### src/rtl/ecap5_dproc_pkg.sv
// Shared types and constants for the core's memory-side blocks.
package ecap5_dproc_pkg;

   typedef enum logic [1:0] {
      ARB_IDLE,
      ARB_GRANT_M0,
      ARB_GRANT_M1
   } arb_state_t;

   localparam int ARB_NB_MASTERS = 2;

endpackage

### src/rtl/mem_arbiter_outstanding_counter.sv
// Tracks accepted-but-unacknowledged strobes for the current bus grant.
module outstanding_counter #(
   parameter int MAX = 4
) (
   input  logic clk_i,
   input  logic rst_i,
   input  logic inc,
   input  logic dec,
   input  logic clear,
   output logic full,
   output logic empty
);

   localparam int CW = $clog2(MAX + 1);

   logic [CW-1:0] count;

   always_ff @(posedge clk_i or negedge rst_i) begin
      if (!rst_i)
         count <= '0;
      else if (clear)
         count <= '0;
      else if (inc && !dec)
         count <= count + 1'b1;
      else if (dec && !inc)
         count <= count - 1'b1;
   end

   assign full  = (count == CW'(MAX));
   assign empty = (count == '0);

endmodule

### src/rtl/mem_arbiter.sv
// Two-master pipelined Wishbone arbiter in front of the single memory port.
// Define MEM_ARBITER_RR_EN for round-robin tie breaking (default: m1 wins ties).
module mem_arbiter
   import ecap5_dproc_pkg::*;
#(
   parameter int MAX_OUTSTANDING = 4
) (
   input  logic        clk_i,
   input  logic        rst_i,
   input  logic [31:0] m0_wb_adr_i,
   input  logic        m0_wb_stb_i,
   input  logic        m0_wb_cyc_i,
   output logic [31:0] m0_wb_dat_o,
   output logic        m0_wb_ack_o,
   output logic        m0_wb_stall_o,
   input  logic [31:0] m1_wb_adr_i,
   input  logic [31:0] m1_wb_dat_i,
   input  logic [3:0]  m1_wb_sel_i,
   input  logic        m1_wb_we_i,
   input  logic        m1_wb_stb_i,
   input  logic        m1_wb_cyc_i,
   output logic [31:0] m1_wb_dat_o,
   output logic        m1_wb_ack_o,
   output logic        m1_wb_stall_o,
   output logic [31:0] s_wb_adr_o,
   output logic [31:0] s_wb_dat_o,
   output logic [3:0]  s_wb_sel_o,
   output logic        s_wb_we_o,
   output logic        s_wb_stb_o,
   output logic        s_wb_cyc_o,
   input  logic [31:0] s_wb_dat_i,
   input  logic        s_wb_ack_i,
   input  logic        s_wb_stall_i
);

   arb_state_t                state;
   logic [ARB_NB_MASTERS-1:0] cyc;
   logic                      pick_m1;
   logic                      hold_m0, hold_m1;
   logic                      hold_cyc, hold_stb;
   logic                      ack_fwd;
   logic                      full, empty;

   assign cyc = {m1_wb_cyc_i, m0_wb_cyc_i};

`ifdef MEM_ARBITER_RR_EN
   logic last_m1;
   // On a tie the master that did not hold the bus last goes first.
   assign pick_m1 = cyc[1] && (!cyc[0] || !last_m1);
`else
   assign pick_m1 = cyc[1];
`endif

   always_ff @(posedge clk_i or negedge rst_i) begin
      if (!rst_i) begin
         state <= ARB_IDLE;
`ifdef MEM_ARBITER_RR_EN
         last_m1 <= 1'b1;
`endif
      end else begin
         case (state)
            ARB_IDLE:
               if (|cyc) begin
                  state <= pick_m1 ? ARB_GRANT_M1 : ARB_GRANT_M0;
`ifdef MEM_ARBITER_RR_EN
                  last_m1 <= pick_m1;
`endif
               end
            ARB_GRANT_M0: if (!cyc[0]) state <= ARB_IDLE;
            ARB_GRANT_M1: if (!cyc[1]) state <= ARB_IDLE;
            default:      state <= ARB_IDLE;
         endcase
      end
   end

   assign hold_m0  = (state == ARB_GRANT_M0);
   assign hold_m1  = (state == ARB_GRANT_M1);
   assign hold_cyc = (hold_m0 && m0_wb_cyc_i) || (hold_m1 && m1_wb_cyc_i);
   assign hold_stb = (hold_m0 && m0_wb_stb_i) || (hold_m1 && m1_wb_stb_i);

   always_comb begin
      s_wb_adr_o = '0;
      s_wb_dat_o = '0;
      s_wb_sel_o = '0;
      s_wb_we_o  = 1'b0;
      case (state)
         ARB_GRANT_M0: begin
            s_wb_adr_o = m0_wb_adr_i;
            s_wb_sel_o = 4'hF;
         end
         ARB_GRANT_M1: begin
            s_wb_adr_o = m1_wb_adr_i;
            s_wb_dat_o = m1_wb_dat_i;
            s_wb_sel_o = m1_wb_sel_i;
            s_wb_we_o  = m1_wb_we_i;
         end
         default: ;
      endcase
   end

   assign s_wb_cyc_o = hold_cyc;
   assign s_wb_stb_o = hold_cyc && hold_stb && !full;

   // Acks with nothing outstanding, or after the holder dropped CYC, are discarded.
   assign ack_fwd = s_wb_ack_i && !empty && hold_cyc;

   assign m0_wb_ack_o   = hold_m0 && ack_fwd;
   assign m1_wb_ack_o   = hold_m1 && ack_fwd;
   assign m0_wb_stall_o = !hold_m0 || s_wb_stall_i || full;
   assign m1_wb_stall_o = !hold_m1 || s_wb_stall_i || full;
   assign m0_wb_dat_o   = s_wb_dat_i;
   assign m1_wb_dat_o   = s_wb_dat_i;

   outstanding_counter #(.MAX(MAX_OUTSTANDING)) u_cnt (
      .clk_i (clk_i),
      .rst_i (rst_i),
      .inc   (s_wb_stb_o && !s_wb_stall_i),
      .dec   (ack_fwd),
      .clear (!hold_cyc),
      .full  (full),
      .empty (empty)
   );

endmodule

### config.mk
export PLATFORM = sky130hd
export DESIGN_NAME = mem_arbiter
export DESIGN_NICKNAME = d
export VERILOG_FILES = /design/src/rtl/ecap5_dproc_pkg.sv /design/src/rtl/mem_arbiter_outstanding_counter.sv /design/src/rtl/mem_arbiter.sv
export SDC_FILE = /design/constraint.sdc
export NUM_CORES = 1
export LEC_CHECK = 0
export BUFFER_PORTS_ARGS = -buffer_cell sky130_fd_sc_hd__buf_2
export CORE_AREA = 2 2 107 109
export DETAILED_ROUTE_END_ITERATION = 16
export DIE_AREA = 0 0 109 111
export PLACE_DENSITY = 0.56
export SKIP_CTS_REPAIR_TIMING = 1
export SYNTH_ARGS = -nofsm -noshare
export SYNTH_HDL_FRONTEND = slang
export SYNTH_HIERARCHICAL = 1
export SYNTH_SLANG_ARGS = --single-unit
### constraint.sdc
create_clock -name clk_i -period 3 [get_ports clk_i]
set_input_delay 0.75 -clock clk_i [delete_from_list [all_inputs] [get_ports clk_i]]
set_output_delay 0.75 -clock clk_i [all_outputs]
set_load 0.05 [all_outputs]
# ---- After elaboration in Yosys (flattened, before gate mapping)
# Cells that the tools add are included.
# Widths: inputs -> output; s select.
dict set report classes {
  add_sub_neg 2
  eq_ne 7
  mux 12
  n_reduce_logical 30
}
# cell count
set ops {}
lappend ops {{$pmux 32 s2} 1}
lappend ops {{$mux 32} 1}
lappend ops {{$logic_and 1x1->1} 13}
lappend ops {{$mux 3} 3}
lappend ops {{$mux 2} 4}
lappend ops {{$pmux 4 s2} 1}
lappend ops {{$logic_not 1->1} 7}
lappend ops {{$logic_or 1x1->1} 6}
lappend ops {{$ne 2x2->1 const B} 3}
lappend ops {{$pmux 2 s3} 1}
lappend ops {{$add 3x1->3 const B} 1}
lappend ops {{$eq 3x3->1 const B} 1}
lappend ops {{$logic_not 3->1} 1}
lappend ops {{$ne 3x1->1 const B} 1}
lappend ops {{$reduce_and 3->1} 1}
lappend ops {{$sub 3x1->3 const B} 1}
lappend ops {{$eq 2x1->1 const B} 1}
lappend ops {{$eq 2x2->1 const B} 1}
lappend ops {{$logic_not 2->1} 1}
lappend ops {{$reduce_or 2->1} 1}
lappend ops {{$mux 1} 1}
dict set report totals {
  register_bits 5
  inputBits 141
  output_inout_bits 139
  word_cells 53
}

# ---- Longest topological paths before layout
# Gate-level depths: netlist (run 1).
dict set report logic_depth {
  word_depth 11
  ltp_mapped 11
}

# ---- By module
# The synthesis (run 1) kept the hierarchy.
# mod n_inst cells_each area_each_um2 seq_area_each_um2
set by_module_without_submodules {}
lappend by_module_without_submodules {mem_arbiter 1 208 1470.2 50.0}
lappend by_module_without_submodules {outstanding_counter 1 19 201.4 75.1}

# ---- Worst setup path before layout (run 1)
# OpenSTA, ideal clock, no wires.
dict set report synth_path {
  path_kind {register -> output}
  startpoint {reg state[0]}
  endpoint {out s_wb_stb_o}
  arrival_time_ps 2142
  t_required_ps 2250
  setup_slack_ps 108
  stages_incl_launch_ff 7
  path_buffers 2
  cell_sequence {dfrtp_1 > inv_1 > ha_1 > buf_6 > clkbuf_1 > a22oi_1 > nor3_1}
}
dict set report synth_between {
  elab_chain_len 5
  word_cells_on_any_way 10
  classes_between {eq/ne: 2; reduce/logical: 8}
}
# element line_no
set synth_rtl {}
lappend synth_rtl {{start, declared} mem_arbiter.sv:36} ;# arb_state_t state;
lappend synth_rtl {{start signal, assigned} mem_arbiter.sv:64} ;# state <= pick_m1 ? ARB_GRANT_M1 : ARB_GRANT_M0;
lappend synth_rtl {{$eq 2x1->1 / $eq 2x2->1 (equally long branches)} {mem_arbiter.sv:76, mem_arbiter.sv:77}}
lappend synth_rtl {{$logic_and 1x1->1 (on tied branches)} {mem_arbiter.sv:78, mem_arbiter.sv:79}}
lappend synth_rtl {{$logic_or 1x1->1 (on tied branches)} {mem_arbiter.sv:78, mem_arbiter.sv:79}}
lappend synth_rtl {{$logic_and 1x1->1 (*) (2 in series)} mem_arbiter.sv:102} ;# assign s_wb_stb_o = hold_cyc && hold_stb && !full;
lappend synth_rtl {{end, declared} mem_arbiter.sv:29} ;# output logic s_wb_stb_o,
# Every way passes the cells marked *; elsewhere a longest branch is shown, timed or not.

# ---- Worst setup path after layout (run 1)
dict set report layout_path {
  startpoint {reg state[1]}
  endpoint {out m1_wb_ack_o}
}
dict set report layout_between {
  elab_chain_len 5
  word_cells_on_any_way 7
  classes_between {eq/ne: 2; reduce/logical: 5}
}
# element line_no
set layout_rtl {}
lappend layout_rtl {{$eq 2x1->1 / $eq 2x2->1 (equally long branches)} {mem_arbiter.sv:76, mem_arbiter.sv:77}}
lappend layout_rtl {{$logic_and 1x1->1} mem_arbiter.sv:78} ;# assign hold_cyc = (hold_m0 && m0_wb_cyc_i) || (hold_m1 && m1_wb_cyc_i);
lappend layout_rtl {{$logic_or 1x1->1 (*)} mem_arbiter.sv:78}
lappend layout_rtl {{$logic_and 1x1->1 (*)} mem_arbiter.sv:105} ;# assign ack_fwd = s_wb_ack_i && !empty && hold_cyc;
lappend layout_rtl {{net ack_fwd} mem_arbiter.sv:41} ;# logic ack_fwd;
lappend layout_rtl {{$logic_and 1x1->1 (*)} mem_arbiter.sv:108} ;# assign m1_wb_ack_o = hold_m1 && ack_fwd;
lappend layout_rtl {{end, declared} mem_arbiter.sv:23} ;# output logic m1_wb_ack_o,
# The timed path passes the listed nets; every way through them passes the cells marked *.

==> run_results.csv, run 1 <==
group,metric,value,unit
run_status,status,"finished, final reports clean",
drt,first_pass_iters,6,
power,finalPower,2780,µW
setup_path,r2r_slack,410,ps
clocking,path_clk_slew,30,ps
drt,ant_nets,0,
grt,met1_usage,0.0890,
grt,grt_usage,0.0844,
sta,max_freq,0.370,GHz
synthesis,netlist_instances,227,
synthesis,avgSynthCellArea,7.36,µm²
grt,grt_use_met3,0.0147,
synthesis,syn_area,0.00167,mm²
setup_path,cp.arrival,1950,ps
setup_path,r2r-start,"state[1]$_DFFE_PN0P_",
clocking,tritoncts,"built",
setup_path,cp-endpoint,"m1_wb_ack_o",
sta,skew,2.69,ps
setup_path,end_kind,"output port",
finish,n_antenna_cell,0,
grt,grt_util_met2,0.164,
clocking,cts_root_buffer,"clkbuf_16",
placed_design,place_ws,348,ps
synthesis,synth_seq_cells,5,
synthesis,ys_async_sr_fraction,1.00,
power,power_density,1190,mW/mm²
synthesis,synth_top_area_share,0.292,
sta,post-route-min-period,2700,ps
setup_path,crit_path_start,"state[1]$_DFFE_PN0P_",
synthesis,syn-num-nets,372,
floorplan,core,0.0111,mm²
synthesis,ys_warn_count,6,
placed_design,gp_congestion,0.764,
finish,multi_input_area,965,µm²
hold_path,min_path_type,"input pin to async pin",
finish,fin_area,0.00234,mm²
setup_path,worstSetupPathType,"flop to output port",
finish,fin_nets,488,
job,maxCapViolations,0,
power,p_leak,0.00129,µW
floorplan,rows,39,
clocking,clock_latency,220,ps
finish,final_cell_mix,"buf_2 (183), nor2b_1 (36), and2_1 (35)",
sta,finalHoldViolCount,0,
floorplan,io_pins,280,
power,vdd_drop_max,0.389,mV
finish,final_common_cell,"buf_2",
synthesis,synthTopCellsByArea,"buf_4 (29%), a22oi_1 (15%), nor2b_1 (13%)",
synthesis,synth-main-ff-cell,"dfrtp_1",
setup_path,start_kind,"flop",
sta,rsz0062_at_grt,"no",
grt,overflow,0,
sta,tightest_slew,405,ps
finish,post-route-util,0.211,
floorplan,die_y,111,µm
sta,setup_tns,0,ps
grt,grt_pass1_vias,1789,
finish,seqCellArea,125,µm²
clocking,cts_sinks,5,
sta,worst_slack,297,ps
clocking,htreeDepth,1,
floorplan,initial_utilization,0.151,
clocking,cts_buffers,3,
finish,syn2layout_area_growth,39.9,%
floorplan,die_x,109,µm
finish,nFillCells,1242,
synthesis,synth_edf_count,0,
sta,maxSlewViolCount,0,
drt,drtIter0Drc,95,
finish,drive_above_1_share,0.585,
sta,finalSetupViolations,0,
setup_path,worstReg2RegEnd,"u_cnt/count[2]$_DFFE_PN0P_",
grt,grt_max_degree,44,
sta,maxSlewHeadroom,0.729,
drt,drt_wl_total,5.80,mm
grt,grt-busiest-layer,"met2",
placed_design,port_buffers,183,
synthesis,yosysSeqAreaShare,0.0749,
synthesis,synth_cell_types,28,
grt,antenna_found_initial,0,
setup_path,critPathMaxFanout,6,
sta,fin_crit_sh,0.901,
drt,drc_errors,0,
floorplan,fp.dieArea,0.0121,mm²
drt,route.vias.total,1867,
synthesis,synth_area_leader_cell,"buf_4",
grt,grt_pass1_wl,8.29,mm
setup_path,required,2250,ps
placed_design,dp.final_hpwl,4.82,mm
setup_path,r2r_cells,9,
clocking,clockBufferDepth,2,
placed_design,post_dp_cell_area,0.00226,mm²
drt,routedWlPerCell,12.0,µm
drt,vias_per_cell,3.85,
[where the power goes]
part | internal, µW | leakage (µW) | switching, µW
sequential | 82.0 | 0.0000675 | 9.59
clock | 176 | 0.0000382 | 39.4
combinational | 683 | 0.00118 | 1790
total | 940 | 0.00129 | 1840
[state kept, by name, summed over array words and instances (netlist names)]
register / cells
u_cnt/count: 3
state: 2
[cell families (layout without fill, tap and decap cells)]
kind of cell,count (synthesis),after routing,share of synthesized area
AND/OR/NAND/NOR,87,87,0.326
buffers and inverters,85,200,0.350
AO/OA/AOI/OAI,44,44,0.200
flip-flops,5,5,0.0749
adder cells (fa/ha/maj),4,4,0.0344
XOR/XNOR,2,2,0.0150
[per-stage QoR]
| step | std cells | hold slack, ps |
|---|---|---|
| 6_report | 485 | 333 |
| 5_1_grt | 485 | 335 |
| 4_1_cts | 485 | 336 |
| 3_5_place_dp | 481 | 548 |
| 3_3_place_gp | 481 | 523 |
| 2_1_floorplan | 227 | 454 |
[layout make-up]
cell class	instances	share of cell area
flip-flops and latches	5	0.0535
repair buffers	190	0.414
well taps	143	0.0765
clock buffers	4	0.0337
multi-input cells	137	0.413
inverters	6	0.00963
[worst min path at each step]
| stage | slack (ps) | cells after the start | endpoint |
|---|---|---|---|
| 4_1_cts | 340 | 1 | u_cnt/count[2]$_DFFE_PN0P_ |
| 2_1_floorplan | 450 | 0 | state[0]$_DFFE_PN0P_ |
| 3_5_place_dp | 550 | 1 | state[1]$_DFFE_PN0P_ |
| 5_1_grt | 340 | 1 | state[0]$_DFFE_PN0P_ |
| 6_report | 330 | 1 | state[0]$_DFFE_PN0P_ |
| 3_3_place_gp | 520 | 1 | state[1]$_DFFE_PN0P_ |
[cell usage after synthesis, types with 2 or more instances]
| master | instances |
|---|---|
| nand2_1 | 3 |
| nor2b_1 | 36 |
| nor2_1 | 3 |
| nor3b_1 | 2 |
| inv_1 | 6 |
| a22oi_1 | 33 |
| clkbuf_1 | 7 |
| buf_2 | 5 |
| ha_1 | 3 |
| and2_1 | 35 |
| a21oi_1 | 4 |
| o21ai_1 | 3 |
| buf_4 | 65 |
| buf_6 | 2 |
| nor3_1 | 3 |
| dfrtp_1 | 5 |
[metal layers]
layer,part of all wire,up-vias
met5,0,-
met2,0.52,111
met3,0.092,7
met1,0.37,827
met4,0.019,0
li1,-,922
[critical path: stages, from the launching register on]
cell and delay (ps):
dfrtp_1 390, inv_1 90, ha_1 340, a22oi_4 90, nor3b_2 380, and2_1 190, buf_2 260
Note: power is estimated with default switching activity, not from simulation.
==> run 2: changes to the inputs <==
--- a/config.mk
+++ b/config.mk
@@ -5,10 +5,11 @@
 export SDC_FILE = /design/constraint.sdc
 export NUM_CORES = 1
 export LEC_CHECK = 0
+export ABC_AREA = 1
 export BUFFER_PORTS_ARGS = -buffer_cell sky130_fd_sc_hd__buf_2
-export CORE_AREA = 2 2 107 109
+export CORE_AREA = 2 2 108 110
 export DETAILED_ROUTE_END_ITERATION = 16
-export DIE_AREA = 0 0 109 111
+export DIE_AREA = 0 0 110 112
 export PLACE_DENSITY = 0.56
 export SKIP_CTS_REPAIR_TIMING = 1
 export SYNTH_ARGS = -nofsm -noshare
==> constraint.sdc (replaced) <==
create_clock -name clk_i -period 2.7 [get_ports clk_i]
set_input_delay 0.675 -clock clk_i [delete_from_list [all_inputs] [get_ports clk_i]]
set_output_delay 0.675 -clock clk_i [all_outputs]
set_load 0.05 [all_outputs]
==> run 2 against run 1 <==
Against the previous run: sequential cell count unchanged; via count up 16%; cell count up 19%; critical path depth down 1; highest routed layer unchanged; largest power group unchanged; first-iteration DRC count down 4.2%.
==> run_results.csv, run 2 <==
group,metric,value,unit
floorplan,io_pins,280,
synthesis,synth_area_leader_cell,"buf_4",
finish,syn2layout_area_growth,38.3,%
power,vdd_drop_max,0.614,mV
placed_design,post_dp_cell_area,0.00236,mm²
finish,largest_reg_flops,3,
sta,finalHoldViolCount,0,
finish,fin_nets,579,
placed_design,dp.final_hpwl,5.92,mm
clocking,clockBufferDepth,2,
drt,first_pass_iters,4,
job,maxCapViolations,0,
finish,top_regs,"u_cnt/count x3, state x2",
power,finalPower,2850,µW
sta,skew,0.443,ps
finish,top_register,"u_cnt/count",
setup_path,required,2030,ps
setup_path,r2r_cells,16,
grt,antenna_found_initial,1,
clocking,htreeDepth,1,
synthesis,yosysSeqAreaShare,0.0709,
synthesis,synth-main-ff-cell,"dfrtp_1",
synthesis,synth_most_common_cell,"nand2_1",
clocking,cts_sinks,5,
setup_path,start_kind,"flop",
grt,grt_max_degree,39,
sta,maxSlewHeadroom,0.558,
drt,drtIter0Drc,91,
sta,post-route-min-period,2540,ps
sta,finalSetupViolations,0,
setup_path,cp.arrival,1860,ps
synthesis,synth_common_cells,"nand2_1 (118), buf_4 (67), inv_1 (48)",
drt,routedWlPerCell,12.3,µm
floorplan,fp.dieArea,0.0123,mm²
setup_path,end_kind,"output port",
floorplan,initial_utilization,0.158,
grt,grt_usage,0.107,
synthesis,synth_seq_cells,5,
setup_path,worstSetupPathType,"flop to output port",
setup_path,r2r-start,"state[1]$_DFFE_PN0P_",
sta,fin_crit_sh,0.939,
finish,post-route-util,0.218,
finish,fin_area,0.00244,mm²
grt,overflow,0,
finish,drive_above_1_share,0.471,
floorplan,die_y,112,µm
drt,ant_nets,0,
placed_design,dp.cells,572,
drt,drc_errors,0,
run_status,status,"finished, final reports clean",
synthesis,synth_top_area_share,0.285,
sta,max_freq,0.394,GHz
hold_path,min_path_type,"input pin to async pin",
power,p_leak,0.00161,µW
drt,drt_wl_total,7.09,mm
grt,grt_pass1_wl,10.5,mm
synthesis,synth_cell_types,20,
floorplan,rows,39,
finish,final_common_cell,"buf_2",
setup_path,critPathMaxFanout,36,
clocking,cts_root_buffer,"clkbuf_16",
clocking,tritoncts,"built",
clocking,path_clk_slew,30,ps
clocking,cts_buffers,3,
synthesis,ys_warn_count,6,
grt,grt_pass1_vias,2189,
sta,rsz0062_at_grt,"no",
placed_design,gp_congestion,0.822,
drt,vias_per_cell,3.77,
power,power_density,1170,mW/mm²
synthesis,avgSynthCellArea,5.50,µm²
finish,fin_cells,577,
floorplan,core,0.0112,mm²
floorplan,die_x,110,µm
synthesis,syn-num-nets,466,
synthesis,synth_edf_count,0,
placed_design,port_buffers,183,
setup_path,crit_path_start,"state[0]$_DFFE_PN0P_",
synthesis,ys_async_sr_fraction,1.00,
drt,route.vias.total,2173,
sta,setup_tns,0,ps
synthesis,netlist_instances,321,
sta,tightest_slew,663,ps
clocking,clock_latency,230,ps
sta,maxSlewViolCount,0,
finish,final_cell_mix,"buf_2 (181), nand2_1 (118), inv_1 (48)",
synthesis,syn_area,0.00176,mm²
synthesis,synthTopCellsByArea,"buf_4 (29%), nand2_1 (25%), a21oi_1 (10%)",
==> run 2: cell types whose count changed after synthesis, sizes merged, moves of 3 or more <==
cell and change:
a21oi +32, a22oi -34, and2 -35, buf +7
clkbuf -7, inv +46, nand2 +121, nand3 +8
nor2 +4, nor2b -36, nor3b -3
==> run 2: path summary, 6_finish.rpt <==
path / end / slack [ps]
max: s_wb_adr_o[16] / 160
max reg2reg: u_cnt/count[2]$_DFFE_PN0P_ / 320
min: u_cnt/count[0]$_DFFE_PN0P_ / 260
max in group asynchronous: state[0]$_DFFE_PN0P_ / 2310
min in group clk_i: state[0]$_DFFE_PN0P_ / 510
min reg2reg: state[0]$_DFFE_PN0P_ / 510
==> run 2: cell type report <==
cell class              instances  area, µm²
fillers                      1316       8730
inverters                      52        198
repair buffers                187       1010
multi-input cells             185        843
diodes                          1       2.50
flip-flops and latches          5        125
well taps                     143        179
clock buffers                   4       78.8
==> run 2: per-stage QoR <==
step | setup WS [ps] | hold WS, ps
finish | 164 | 258
global route | 24.1 | 269
CTS | 132 | 260
detailed placement | 329 | 499
global placement | 399 | 495
floorplan | 300 | 379
==> run 2: kinds of logic after synthesis <==
kind of cell	after synthesis	synth area share
buffers and inverters	131	0.452
and+or+nand+nor	144	0.337
adders and majority gates	4	0.0326
DFF	5	0.0709
AOI/OAI and AO/OA	37	0.107
==> run 2: per-layer routing <==
layer	up-vias	global-route usage	wire [µm]
li1	1111	-	-
met1	918	0.124	2930
met2	123	0.195	3310
met3	21	0.0217	712
met4	0	0.0270	136
met5	-	0	0
==> run 2: critical path, cell delays in order, from the launching register on <==
cell and delay (ps):
dfrtp_1 370, inv_1 70, ha_1 310, inv_2 490, a21oi_1 130, buf_2 260
==> run 2: report_power, final <==
group / switching, µW / internal [µW]
sequential: 28.4 / 104
clock: 48.3 / 196
combinational: 1890 / 584
